--- src/rtl/ntt_pkg.sv ---
// ntt_pkg
// Shared definitions for the NTT stage sequencer and its address generator.
//   ntt_state_t  : sequencer FSM states (IDLE, ISSUE, DRAIN, DONE)
//   DRAIN_CYCLES : idle cycles between stages so the last writes of a stage
//                  land before the next stage starts reading
//   PIPE_DEPTH   : cycles from a butterfly issue to its write-back
//   ctr_width()  : bit width needed to count 0..n-1 (at least 1)
package ntt_pkg;

  typedef enum logic [1:0] {
    IDLE  = 2'd0,
    ISSUE = 2'd1,
    DRAIN = 2'd2,
    DONE  = 2'd3
  } ntt_state_t;

  localparam int DRAIN_CYCLES = 2;
  localparam int PIPE_DEPTH   = 2;

  function automatic int ctr_width(input int n);
    return (n > 1) ? $clog2(n) : 1;
  endfunction

endpackage

--- src/rtl/ntt_addr_gen.sv ---
// ntt_addr_gen
// Combinational butterfly address and twiddle index generator for one
// in-place radix-2 NTT stage.
//   s      in  : stage number, h = 2^s is the butterfly span
//   i      in  : butterfly index within the stage, 0 .. 2^(LOGN-1)-1
//   lower  out : address of the lower operand
//   upper  out : address of the upper operand (lower + h)
//   tw_idx out : twiddle index (i mod h) scaled by 2^(LOGN-1-s)
module ntt_addr_gen
  import ntt_pkg::*;
#(
  parameter int LOGN = 8,
  localparam int SW  = ctr_width(LOGN),
  localparam int SW1 = SW + 1
) (
  input  logic [SW-1:0]   s,
  input  logic [LOGN-2:0] i,
  output logic [LOGN-1:0] lower,
  output logic [LOGN-1:0] upper,
  output logic [LOGN-2:0] tw_idx
);

  logic [LOGN-1:0] ext;
  logic [LOGN-1:0] span;
  logic [LOGN-1:0] mask;
  logic [SW:0]     s_up;
  logic [SW:0]     tw_sh;

  // The upper index bits (i >> s) select the group of 2h words and are moved
  // up one position to make room for the lower/upper select bit; the low s
  // bits of i stay as the offset inside the group. The shift amounts are one
  // bit wider than s so that s+1 cannot wrap on the last stage.
  always_comb begin
    ext    = {1'b0, i};
    span   = LOGN'(1) << s;
    mask   = span - LOGN'(1);
    s_up   = {1'b0, s} + SW1'(1);
    tw_sh  = SW1'(LOGN - 1) - {1'b0, s};
    lower  = ((ext >> s) << s_up) | (ext & mask);
    upper  = lower + span;
    tw_idx = (i & mask[LOGN-2:0]) << tw_sh;
  end

endmodule

--- src/rtl/ntt_stage_sequencer.sv ---
// ntt_stage_sequencer
// Runs one complete in-place NTT/INTT over a dual-port coefficient RAM,
// issuing one butterfly per cycle, feeding a pair of PE cells and writing
// both PE results back to the addresses the operands came from.
//   clk, rst_n            : clock, asynchronous active-low reset
//   start, inv            : begin a transform (IDLE only); inv latched at start
//   busy, done            : busy through the last write; done is a 1-cycle pulse
//   ra_addr, rb_addr, re  : RAM read port, data back one cycle later
//   ra_data, rb_data      : RAM read data
//   tf_addr, tf_data      : twiddle ROM {inv, index} and its data (1-cycle)
//   pe_a, pe_b, pe_tf     : registered PE operands
//   pe_inv                : latched transform direction for both PEs
//   pe_p0, pe_p1          : combinational PE results (sub=0 / sub=1)
//   wa_addr, wb_addr      : write-back addresses
//   wa_data, wb_data, we  : write-back data (pe_p0 / pe_p1) and enable
module ntt_stage_sequencer
  import ntt_pkg::*;
#(
  parameter int N    = 17,
  parameter int LOGN = 8
) (
  input  logic            clk,
  input  logic            rst_n,
  input  logic            start,
  input  logic            inv,
  output logic            busy,
  output logic            done,
  output logic [LOGN-1:0] ra_addr,
  output logic [LOGN-1:0] rb_addr,
  output logic            re,
  input  logic [N-1:0]    ra_data,
  input  logic [N-1:0]    rb_data,
  output logic [LOGN-1:0] tf_addr,
  input  logic [N-1:0]    tf_data,
  output logic [N-1:0]    pe_a,
  output logic [N-1:0]    pe_b,
  output logic [N-1:0]    pe_tf,
  output logic            pe_inv,
  input  logic [N-1:0]    pe_p0,
  input  logic [N-1:0]    pe_p1,
  output logic [LOGN-1:0] wa_addr,
  output logic [LOGN-1:0] wb_addr,
  output logic [N-1:0]    wa_data,
  output logic [N-1:0]    wb_data,
  output logic            we
);

  localparam int SW = ctr_width(LOGN);
  localparam int DW = ctr_width(DRAIN_CYCLES);

  localparam logic [LOGN-2:0] LAST_BFLY  = '1;
  localparam logic [LOGN-2:0] BFLY_ONE   = (LOGN-1)'(1);
  localparam logic [SW-1:0]   LAST_STAGE = SW'(LOGN - 1);
  localparam logic [SW-1:0]   STAGE_ONE  = SW'(1);
  localparam logic [DW-1:0]   LAST_DRAIN = DW'(DRAIN_CYCLES - 1);
  localparam logic [DW-1:0]   DRAIN_ONE  = DW'(1);

  ntt_state_t      state;
  logic [SW-1:0]   stage;
  logic [LOGN-2:0] bfly;
  logic [DW-1:0]   dcnt;
  logic            inv_l;

  logic [LOGN-1:0] lower;
  logic [LOGN-1:0] upper;
  logic [LOGN-2:0] tw_idx;

  logic [PIPE_DEPTH-1:0] vld;
  logic [LOGN-1:0]       lo_dly [PIPE_DEPTH];
  logic [LOGN-1:0]       hi_dly [PIPE_DEPTH];

  ntt_addr_gen #(
    .LOGN (LOGN)
  ) u_addr_gen (
    .s      (stage),
    .i      (bfly),
    .lower  (lower),
    .upper  (upper),
    .tw_idx (tw_idx)
  );

  // Stage/butterfly sequencing. stage and bfly always name the butterfly
  // being issued in the current cycle, so the address generator output can
  // drive the RAM directly. re, busy and done are updated here on the same
  // edges as the state so they never glitch. The drain gap keeps the last
  // writes of a stage ahead of the first reads of the next one.
  always_ff @(posedge clk or negedge rst_n) begin
    if (!rst_n) begin
      state <= IDLE;
      stage <= '0;
      bfly  <= '0;
      dcnt  <= '0;
      inv_l <= 1'b0;
      busy  <= 1'b0;
      done  <= 1'b0;
      re    <= 1'b0;
    end else begin
      case (state)
        IDLE: begin
          if (start) begin
            state <= ISSUE;
            inv_l <= inv;
            stage <= '0;
            bfly  <= '0;
            busy  <= 1'b1;
            re    <= 1'b1;
          end
        end
        ISSUE: begin
          if (bfly == LAST_BFLY) begin
            state <= DRAIN;
            dcnt  <= '0;
            re    <= 1'b0;
          end else begin
            bfly <= bfly + BFLY_ONE;
          end
        end
        DRAIN: begin
          if (dcnt == LAST_DRAIN) begin
            if (stage == LAST_STAGE) begin
              state <= DONE;
              busy  <= 1'b0;
              done  <= 1'b1;
            end else begin
              state <= ISSUE;
              stage <= stage + STAGE_ONE;
              bfly  <= '0;
              re    <= 1'b1;
            end
          end else begin
            dcnt <= dcnt + DRAIN_ONE;
          end
        end
        DONE: begin
          done  <= 1'b0;
          state <= IDLE;
        end
        default: state <= IDLE;
      endcase
    end
  end

  // Issue-to-write pipeline. The valid bits and address delay lines track
  // each butterfly for PIPE_DEPTH cycles; operands are captured the cycle
  // after the issue, when RAM and ROM data arrive. The write enable is the
  // last valid bit, so an asynchronous reset removes it immediately.
  always_ff @(posedge clk or negedge rst_n) begin
    if (!rst_n) begin
      vld   <= '0;
      pe_a  <= '0;
      pe_b  <= '0;
      pe_tf <= '0;
      for (int k = 0; k < PIPE_DEPTH; k++) begin
        lo_dly[k] <= '0;
        hi_dly[k] <= '0;
      end
    end else begin
      vld       <= {vld[PIPE_DEPTH-2:0], re};
      lo_dly[0] <= lower;
      hi_dly[0] <= upper;
      for (int k = 1; k < PIPE_DEPTH; k++) begin
        lo_dly[k] <= lo_dly[k-1];
        hi_dly[k] <= hi_dly[k-1];
      end
      if (vld[0]) begin
        pe_a  <= ra_data;
        pe_b  <= rb_data;
        pe_tf <= tf_data;
      end
    end
  end

  // Read-side addresses are only presented while issuing so the ports idle
  // at zero; write data is likewise held at zero unless a write is active.
  assign ra_addr = re ? lower : '0;
  assign rb_addr = re ? upper : '0;
  assign tf_addr = re ? {inv_l, tw_idx} : '0;
  assign pe_inv  = inv_l;
  assign we      = vld[PIPE_DEPTH-1];
  assign wa_addr = lo_dly[PIPE_DEPTH-1];
  assign wb_addr = hi_dly[PIPE_DEPTH-1];
  assign wa_data = we ? pe_p0 : '0;
  assign wb_data = we ? pe_p1 : '0;

endmodule

--- config.mk ---
export PLATFORM = sky130hd
export DESIGN_NAME = ntt_stage_sequencer
export DESIGN_NICKNAME = d
export VERILOG_FILES = /design/src/rtl/ntt_pkg.sv /design/src/rtl/ntt_addr_gen.sv /design/src/rtl/ntt_stage_sequencer.sv
export SDC_FILE = /design/constraint.sdc
export NUM_CORES = 1
export LEC_CHECK = 0
export CAP_MARGIN = 0
export CELL_PAD_IN_SITES_DETAIL_PLACEMENT = 2
export CELL_PAD_IN_SITES_GLOBAL_PLACEMENT = 2
export CORE_MARGIN = 2
export CORE_UTILIZATION = 29
export CTS_BUF_LIST = sky130_fd_sc_hd__clkbuf_4 sky130_fd_sc_hd__clkbuf_8
export CTS_CLUSTER_DIAMETER = 30
export DETAILED_ROUTE_END_ITERATION = 8
export GPL_TIMING_DRIVEN = 0
export PLACE_DENSITY_LB_ADDON = 0.12
export SYNTH_ARGS = -nofsm -noshare
export SYNTH_HDL_FRONTEND = slang
export SYNTH_SLANG_ARGS = --single-unit
--- constraint.sdc ---
create_clock -name clk -period 12.8 [get_ports clk]
set_clock_uncertainty 0.05 [all_clocks]
set_input_delay 2.56 -clock clk [delete_from_list [all_inputs] [get_ports clk]]
set_output_delay 2.56 -clock clk [all_outputs]
set_load 0.01 [all_outputs]
Word-level counts from Yosys, hierarchy flattened

Index checks and enable logic that the tools add are counted.

$add $sub $neg: 7
Eq/ne operators: 11
Shifts and indexed selects: 4
Multiplexer cells: 32
Bitwise logic cells: 3
Reductions and logical operators: 13

Operator list:

| operator                                         | number |
|---|---|
| two-way mux 17 bit                               | 2 |
| two-way mux 7 bit                                | 4 |
| two-way mux 8 bit                                | 3 |
| one-hot mux 7 bit (3 select lines)               | 1 |
| != test 2 bit, second input constant             | 6 |
| AND reduction 5 bit                              | 2 |
| two-way mux 1 bit                                | 9 |
| two-way mux 3 bit                                | 3 |
| adder 8 bit                                      | 1 |
| AND 7 x 8 -> 8 bit                               | 1 |
| two-way mux 2 bit                                | 4 |
| bitwise OR 8 bit                                 | 1 |
| one-hot mux 2 bit (4 select lines)               | 1 |
| AND reduction 4 bit                              | 2 |
| << shifter 1 x 3 -> 8 bit, first input constant  | 1 |
| << shifter 8 x 4 -> 8 bit                        | 1 |
| >> shifter 7 x 3 -> 8 bit                        | 1 |
| subtractor 8 x 1 -> 8 bit, second input constant | 1 |
| adder 7 x 1 -> 7 bit, second input constant      | 1 |
| AND 7 bit                                        | 1 |
| equality test 7 bit, second input constant       | 1 |
| << shifter 7 x 4 -> 7 bit                        | 1 |
| one-hot mux 1 bit (2 select lines)               | 3 |
| one-hot mux 3 bit (2 select lines)               | 1 |
| other kinds (13)                                 | 18 |

Register bits after elaboration: 102
Input bits: 89
Output and inout port bits: 130
Word-level logic and storage cells: 86

Logic depth before layout (Yosys ltp)

Depth in word-level cells: 6
Mapped depth: 18
Mapped depth without buffers: 16

Hierarchy

From an unflattened synthesis, not the netlist that was laid out.

Cells, all modules: 484
Area, all modules: 5,287.6 um^2

By module, submodules not included:

| module              | instances | cells an instance | area an instance (um^2) | sequential area each (um^2) |
|---|---|---|---|---|
| ntt_stage_sequencer | 1         | 314               | 4,102.7                 | 2,552.4 |
| ntt_addr_gen        | 1         | 170               | 1,184.9                 | 0.0 |

Worst setup path after synthesis

OpenSTA, ideal clock, no wires.

Kind: flip-flop to output port
Start: reg stage[1]
End: out rb_addr[7]
Arrival time: 3.292 ns
Required time: 10.190 ns
Path slack: 6.898 ns
Cell stages (with the launch flop): 17
Buffers on the path: 2
Cell sequence: dfrtp_1 buf_6 buf_6 inv_1 ha_1 nand2b_1 ha_1 xor2_1 and2_1 o21bai_2 ha_1 a21oi_1 a31oi_1 o41ai_1 xor2_1 xnor2_1 and2_1

Longest elaborated chain between the ends: 6
Elaborated cells on any way between the ends: 9
Classes of those cells: add/sub (3); shift (3); mux (1); bitwise (2)

RTL lines:

| what                          | RTL line                   | RTL |
|---|---|---|
| from (decl)                   | ntt_stage_sequencer.sv:59  | `logic [SW-1:0] stage;` |
| from (signal assigned)        | ntt_stage_sequencer.sv:126 | `stage <= stage + STAGE_ONE;` |
| << shifter 1 x 3 -> 8 bit     | ntt_addr_gen.sv:35         | `span = LOGN'(1) << s;` |
| subtractor 8 x 1 -> 8 bit     | ntt_addr_gen.sv:36         | `mask = span - LOGN'(1);` |
| AND 7 x 8 -> 8 bit            | ntt_addr_gen.sv:39         | `lower = ((ext >> s) << s_up) \| (ext & mask);` |
| bitwise OR 8 bit *            | ntt_addr_gen.sv:39         |  |
| named net lower[2]            | ntt_stage_sequencer.sv:64  | `logic [LOGN-1:0] lower;` |
| adder 8 bit *                 | ntt_addr_gen.sv:40         | `upper = lower + span;` |
| named net u_addr_gen.upper[7] | ntt_addr_gen.sv:19         | `output logic [LOGN-1:0] upper,` |
| two-way mux 8 bit *           | ntt_stage_sequencer.sv:176 | `assign rb_addr = re ? upper : '0;` |
| to (decl)                     | ntt_stage_sequencer.sv:29  | `output logic [LOGN-1:0] rb_addr,` |

The timed path passes the listed nets; every way through them passes the cells marked *.

Worst setup path in the final report

Ends and elaborated chain as after synthesis.

==> parameters.txt <==
Parameter                              Value

Yosys
  Mapped Nets    574
  Yosys synthesis warning count    0
  Seq/Total Area, Yosys    0.4886
  Syn Inst Count    469
  Top cells by count, synth    sky130_fd_sc_hd__dfrtp_1, sky130_fd_sc_hd__and2_1, sky130_fd_sc_hd__mux2_2
  Most repeated cell in the gate-level netlist after synthesis    sky130_fd_sc_hd__dfrtp_1
  Netlist Area Pre-Place    5224 um^2
  Yosys top cell area share    0.4886
  Largest area contributor in the netlist    sky130_fd_sc_hd__dfrtp_1
  Async set or reset register ratio after synthesis    1.000
  Cells taking the most area after synthesis    sky130_fd_sc_hd__dfrtp_1, sky130_fd_sc_hd__mux2_2, sky130_fd_sc_hd__and2_1
  Count of unique library cells instantiated by Yosys    61
  Synth Register Bits    102
  Mean post-synth cell area    11.14 um^2
  Leading register cell type out of synthesis    sky130_fd_sc_hd__dfrtp_1
  Number of enable flip-flop cells after synthesis    0

Placement
  Final estimated routing congestion in global placement    0.8413
  Input/output buffers    218
  Dpl cell area    7717 um^2
  Pre-CTS setup slack    5.577 ns
  Detailed placement HPWL    15410 um

STA
  Relative slew margins    0.4578
  Final worst-path cycle share    0.5976
  Final setup margin    5.151 ns
  Total negative setup slack    0 ns
  Final number of hold-violating endpoints    0
  Final min period    7.649 ns
  Peak Freq    130.7 MHz
  Unrepaired setup endpoints after global routing    false
  Count of pins over their slew limit    0
  Number of setup violations in the final report    0
  Tightest Pin Transition    0.8132 ns

Cells and area
  Final net count    804
  Core Util, Final    0.4427
  Final instance area    7898 um^2
  Filler cells    1850
  Fraction of layout instances using a drive strength above 1    0.1534
  Number of diodes added for antenna fixing    0
  Area Growth Syn to Fin    51.19%

Clock tree
  Post-CTS setup buffer count    0
  Clock insertion delay at the later pin of the skew report    0.38 ns
  Post-cts resize count    0
  Number of buffers between clock root and the deepest sink    2
  Number of CTS-inserted buffers    9
  TritonCTS clock tree    built
  Master cell of the clock root buffer    sky130_fd_sc_hd__clkbuf_8
  Number of H-tree branching levels    3
  Number of buffers added to fix hold violations after cts    0
  Clk pin slew, worst setup/hold paths    0.11 ns
  # clock sinks    102

Route
  Average routed wire per standard cell    20.44 um
  Total via count in the routed design    4434
  Number of nets still failing antenna checks after routing    0
  Drt first-iter violations    149
  Routed wire length    19080 um
  Per-cell via count in the routed design    4.752
  Number of remaining DRC errors    0
  Count of TritonRoute iterations in the first routing pass    4

Setup path
  Worst path arrival time    5.04 ns
  Total number of cells along the worst setup path    19
  Endpoint kind of the worst setup timing path    output pin
  Logic depth of the worst register-to-register path    17
  Most common cell on crit path    sky130_fd_sc_hd__ha_1
  WS Path Type    reg2out
  Worst reg2reg setup slack    8.72 ns
  Kind of start point of the critical path    flop
  Highest net fanout along the worst path    10
  Buf+Inv Stages, Crit Path    4
  Cell chain of the critical path    buf_6, buf_6, inv_1, ha_1, nand2b_1, ha_1, nand2b_1, xnor2_1, a22o_1, nand2_1, o221ai_1, ha_1, o21ai_0, a31oi_1, o41ai_1, xor2_1, xnor2_1, and2_1, clkdlybuf4s50_1
  Cell type of the slowest stage on the worst timing path    sky130_fd_sc_hd__clkdlybuf4s50_1
  Required time of the critical path    10.19 ns
  Cell family with the largest share of critical-path delay    buffers and inverters
  Crit-path max cell delay    0.57 ns

Power and ir drop
  Lkg Pwr    3.544 nW
  Worst supply voltage drop on vdd    0.00004148 V
  Power per Cell Area    70.20 nW/um^2
  Total power of the final layout    0.5544 mW

GRT
  Maximum number of pins on one net before global-route repair    58
  Total congestion overflow    0
  Global-route wire length before repair    30560 um
  Vias in the first global route    4892
  Overall global routing resource usage    0.2035
  Initial antenna violation count    0

Run
  Max Cap Violations    0

Die
  I/O pin cnt    219
  Die span in y    138.2 um
  Die width    138.2 um
  Core outline area    17840 um^2
  Initial cell density of the core    0.2928
  Area of the die    19100 um^2
  Number of placement rows    49

Min path
  Number of cells on the worst hold path    0
  Hold WC Path Type    reg2reg

Run status
  Run status    complete, no violations
==> power by group <==
part / internal, mW / leakage (nW) / switching, mW
Sequential: 0.322 / 1.33 / 0.000211
Combinational: 0.0250 / 2.13 / 0.0111
Clock: 0.0773 / 0.0927 / 0.118
==> logic make-up (layout without fill, tap and decap cells) <==
group                    count (synthesis)  in the layout  share of synthesized area
AO/OA/AOI/OAI                           73             73                    0.09964
flip-flops                             102            102                     0.4886
XOR/XNOR                                14             14                    0.02347
multiplexers                            63             63                     0.1344
AND/OR/NAND/NOR                        143            143                     0.1545
adder cells (fa/ha/maj)                 16             16                    0.03976
buffers and inverters                   58            293                    0.05964
==> metrics by stage <==
stage,cells,hold WS [ns]
after floorplan,469,0.2812
after global placement,916,0.2817
after detailed placement,917,0.2879
after CTS,933,0.3071
after global routing,933,0.3042
final,933,0.3007
==> routing by layer <==
layer  routed length (um)  global-route usage  part of all wire  vias to the layer above
met1                 8484              0.2613              0.44                     2245
met2                 9649              0.3567              0.51                      125
met5                    0                   0                 0                        -
met4                   97             0.02578            0.0051                        0
met3                  843             0.05230             0.044                        8
li1                     -                   -                 -                     2056
==> state kept, by name, indices dropped and copies added (netlist names), 3 cells and up <==
register  count
wb_addr       8
hi_dly        8
stage         3
pe_a         17
wa_addr       8
lo_dly        8
pe_b         17
pe_tf        17
bfly          7
==> cell usage in the layout, fill, tap and decap left out, drive strengths merged, types with 3 or more instances in the layout <==
cell type and instances:
and3 3, buf 31, clkdlybuf4s50 217, xnor2 6, a21boi 4, nand2 21, dfrtp 102, inv 16
nand3 10, clkbuf 26, mux2i 6, o21ai 13, nor2 21, mux2 57, a22o 5, ha 15
nand4 4, nand2b 9, a31oi 7, nor2b 8, xor2 8, and2 57, a21oi 14, o22ai 4
==> cell type report <==
cell class              instances  area (um^2)  area share
multi-input cells             309         2360      0.2988
plain buffers                  44        259.0     0.03279
flip-flops and latches        102         2552      0.3232
inverters                      14        52.55    0.006654
well taps                     229        286.5     0.03628
clock inverters                 5        41.29    0.005228
clock buffers                  11        138.9     0.01759
repair buffers                219         2207      0.2795
==> path summary, 6_finish.rpt <==
kind                                 start          to
worst max-delay path              stage[1]  rb_addr[7]
worst min-delay path            hi_dly[12]  wb_addr[4]
worst max register to register    stage[1]  hi_dly[15]
worst min register to register  hi_dly[12]  wb_addr[4]
max in group asynchronous            rst_n    state[1]
min in group asynchronous            rst_n     pe_b[9]
Power figures use the tool's default switching activity.
==> patch 1: new RTL, same settings <==
Set the parameter `N` to 34 (it was 17).
--- a/src/rtl/ntt_stage_sequencer.sv
+++ b/src/rtl/ntt_stage_sequencer.sv
@@ -17,5 +17,5 @@
   import ntt_pkg::*;
 #(
-  parameter int N    = 17,
+  parameter int N    = 34,
   parameter int LOGN = 8
 ) (
Interface: changed (10 resized); port bits go from 219 to 389. The function was not compared with the original's and may differ.
==> patch 1 against the original RTL <==
  * Total power grew 71%
  * Area after synthesis grew 39%
  * Cell area grew 52%
  * Routed wire length grew 62%
  * Sequential cell count grew 51
  * Clock power grew 100%
  * Non-clock buffer count grew 175
  * Largest cell class is now buffers
  * Highest routed layer unchanged
  * Die area grew 38%
  * Critical path type unchanged
  * Register-to-register slack gained 70 ps
  * Worst setup slack lost 42 ps
==> patch 1: results (changes against the original RTL) <==
AREA.SHARE.SEQUENTIAL_PCT=31.8  # -0.49 points
SEQ_AREA_MM2=0.00383  # +50%
SYNTH-COMPOUND-AREA-SHARE_PCT=6.88  # -3.1 points
CLK_BUFFERS=17  # +6
LARGEST_NET_DEGREE_AT_THE_START_OF_GLOBAL_ROUTING=108  # +86%
NUMPORTBUFFERS=388  # +78%
CLOCKNETWORKAREASHARE_PCT=3.49  # +1.2 points
DIE_AREA_MM2=0.0264  # +38%
GRT_ANTENNA_BEFORE_REPAIR=2  # +2
GLOBALROUTETOTALUTIL_PCT=23.7  # +3.3 points
SYNTH.TOP_CELLS.BY_AREA='sky130_fd_sc_hd__dfrtp_1 53%, sky130_fd_sc_hd__mux2_2 16%, sky130_fd_sc_hd__and2_1 7.9%, sky130_fd_sc_hd__ha_1 2.6%, sky130_fd_sc_hd__buf_4 2.0%'
POST_SYNTH_XOR_AREA_FRACTION_PCT=1.79  # -0.56 points
FIRST_GLOBAL_VIAS=6917  # +41%
PLACE_WS_PS=5600  # +19.5 ps
CTS_SINKS=153  # +50%
R2R.WORST_PATH.CELLS=16  # -1
BIGGEST_REGISTERS_AFTER_LAYOUT='pe_a (34), pe_b (34), pe_tf (34)'
STATUS='completed'
SYNTH_CELL_TYPE_COUNT=57  # -6.6%
VIAS_PER_CELL=4.59  # -3.4%
FIRST_ITER_VIOLATIONS=275  # +85%
ROUTEDWLPERCELL_UM=22.7  # +11%
MAX-VDD-IR-DROP_V=0.0000565  # +36%
SYNTHESIZED_NETS=801  # +40%
TIMING.MAX_SLEW.REL_SLACK_PCT=55.9  # +10 points
## patch 1: changes by cell type in the layout (fill, tap and decap cells not counted), moves of 3 or more
cell / change
sky130_fd_sc_hd__clkdlybuf4s50_1: +170
sky130_fd_sc_hd__dfrtp_1: +51
sky130_fd_sc_hd__mux2_2: +47
sky130_fd_sc_hd__and2_1: +35
sky130_fd_sc_hd__clkbuf_1: +11
sky130_fd_sc_hd__nand2_1: +10
sky130_fd_sc_hd__clkbuf_8: +8
sky130_fd_sc_hd__buf_1: -5
sky130_fd_sc_hd__a22o_1: -4
sky130_fd_sc_hd__diode_2: +4
sky130_fd_sc_hd__inv_1: +3
sky130_fd_sc_hd__inv_6: +3
sky130_fd_sc_hd__nand3_1: -3
## patch 1: layer usage
layer | track usage, % | vias to the layer above | wire length, µm
li1 | - | 2893 | -
met1 | 30.1 | 3144 | 12600
met2 | 41.2 | 187 | 15900
met3 | 4.91 | 22 | 1880
met4 | 6.19 | 0 | 473
met5 | 0 | - | 0
==> patch 2: new RTL, config.mk and constraints unchanged <==
Made on the original files. Re-encode `ntt_state_t` (4 states) as one-hot, 4 bits wide.
--- a/src/rtl/ntt_pkg.sv
+++ b/src/rtl/ntt_pkg.sv
@@ -8,9 +8,9 @@
 package ntt_pkg;
 
-  typedef enum logic [1:0] {
-    IDLE  = 2'd0,
-    ISSUE = 2'd1,
-    DRAIN = 2'd2,
-    DONE  = 2'd3
+  typedef enum logic [3:0] {
+    IDLE  = 4'b0001,
+    ISSUE = 4'b0010,
+    DRAIN = 4'b0100,
+    DONE  = 4'b1000
   } ntt_state_t;
 
Function: same outputs for any inputs over 10 cycles, from zero or initial values and one cycle with rst_n low; not proved beyond that.
==> patch 2 against the original RTL <==
  * Sequential cell count rose by 2
  * Cell area rose by 2.9%
  * Area after synthesis rose by 3.2%
  * Die area rose by 3.1%
  * Worst setup slack got worse by 460 ps
  * Critical path type unchanged
  * Count of clock-buffer cells in the layout fell by 1
  * Routed wire length rose by 9.0%
Power is not compared: it rests on default switching activity, and its combinational part moved more than twofold at a synthesized area within 25%.
==> patch 2: results (changes against the original RTL) <==
LARGEST_FANOUT_ON_THE_CRITICAL_PATH=11  # +1
ROUTEDWLPERCELL_UM=21.5  # +5.1%
SYNTH_ADDER_AREA_SHARE_PCT=3.85  # -0.12 points
WORST-R2R-SETUP-SLACK_PS=8300  # -420 ps
PLACED_AREA_MM2=0.00789  # +2.2%
GRT_FIRST_PASS_WIRELENGTH_UM=32000  # +4.7%
STATUS='completed'
FIRST_GLOBAL_VIAS=5130  # +4.9%
VIAS_PER_CELL=4.81  # +1.3%
POST_SYNTH_XOR_AREA_FRACTION_PCT=2.25  # -0.096 points
SEQ_AREA_FRAC_SYNTH_PCT=48.3  # -0.57 points
LARGEST_NET_DEGREE_AT_THE_START_OF_GLOBAL_ROUTING=70  # +21%
DRIVE_GT1_SHARE_PCT=14.5  # -0.82 points
FIRST_ITER_VIOLATIONS=133  # -11%
HOLD_SP='lo_dly[10]'
HOLDPATHEND='wa_addr[2]'
SYNTHESIZED_NETS=607  # +5.7%
SYNTH_TOP_CELLS_BY_COUNT='103 x sky130_fd_sc_hd__dfrtp_1, 54 x sky130_fd_sc_hd__mux2_2, 52 x sky130_fd_sc_hd__and2_1'
R2R.WORST_PATH.CELLS=18  # +1
TIMING.HOLD.WS_PS=309  # +8.72 ps
DP.FINAL_HPWL_UM=16400  # +6.7%
CPPEAKSTAGEDELAY_PS=600  # +30 ps
TIMING_WORST_SLEW_PIN_VALUE_PS=687  # -126 ps
NNETSFINAL=837  # +4.1%
TOTAL_VIAS_IN_THE_FINAL_ROUTE=4655  # +5.0%
[patch 2: cell types whose count changed in the layout (fill, tap and decap cells not counted), sizes merged, moves of 5 or more]
cell,delta
nor3,+7
o21ai,+6
nand2,+10
and2,-5
nor2,+9
[patch 2: final cells by class]
type                       count  area [µm²]  area share, %
timing repair buffer         219        2210           27.2
clock buffer                  10         131           1.62
tap                          229         287           3.52
sequential                   104        2600           32.0
antenna                        1        2.50         0.0308
multi-input combinational    337        2450           30.2
clock inverter                 6         110           1.35
buffer                        47         280           3.45
inverter                      14        52.6          0.646
[patch 2: through the flow]
step,util (%),setup slack (ps)
floorplan,-,6430
global placement,43.5,5170
detailed placement,43.6,5110
CTS,44.9,4640
global route,44.9,4250
finish,44.9,4690
[patch 2: routing by layer]
metal / GRT usage (%) / routed length (µm) / vias up
met2: 37.5 / 10400 / 130
met1: 26.2 / 8740 / 2344
met4: 4.04 / 184 / 6
li1: - / - / 2156
met5: 0 / 42 / -
met3: 6.50 / 1440 / 19
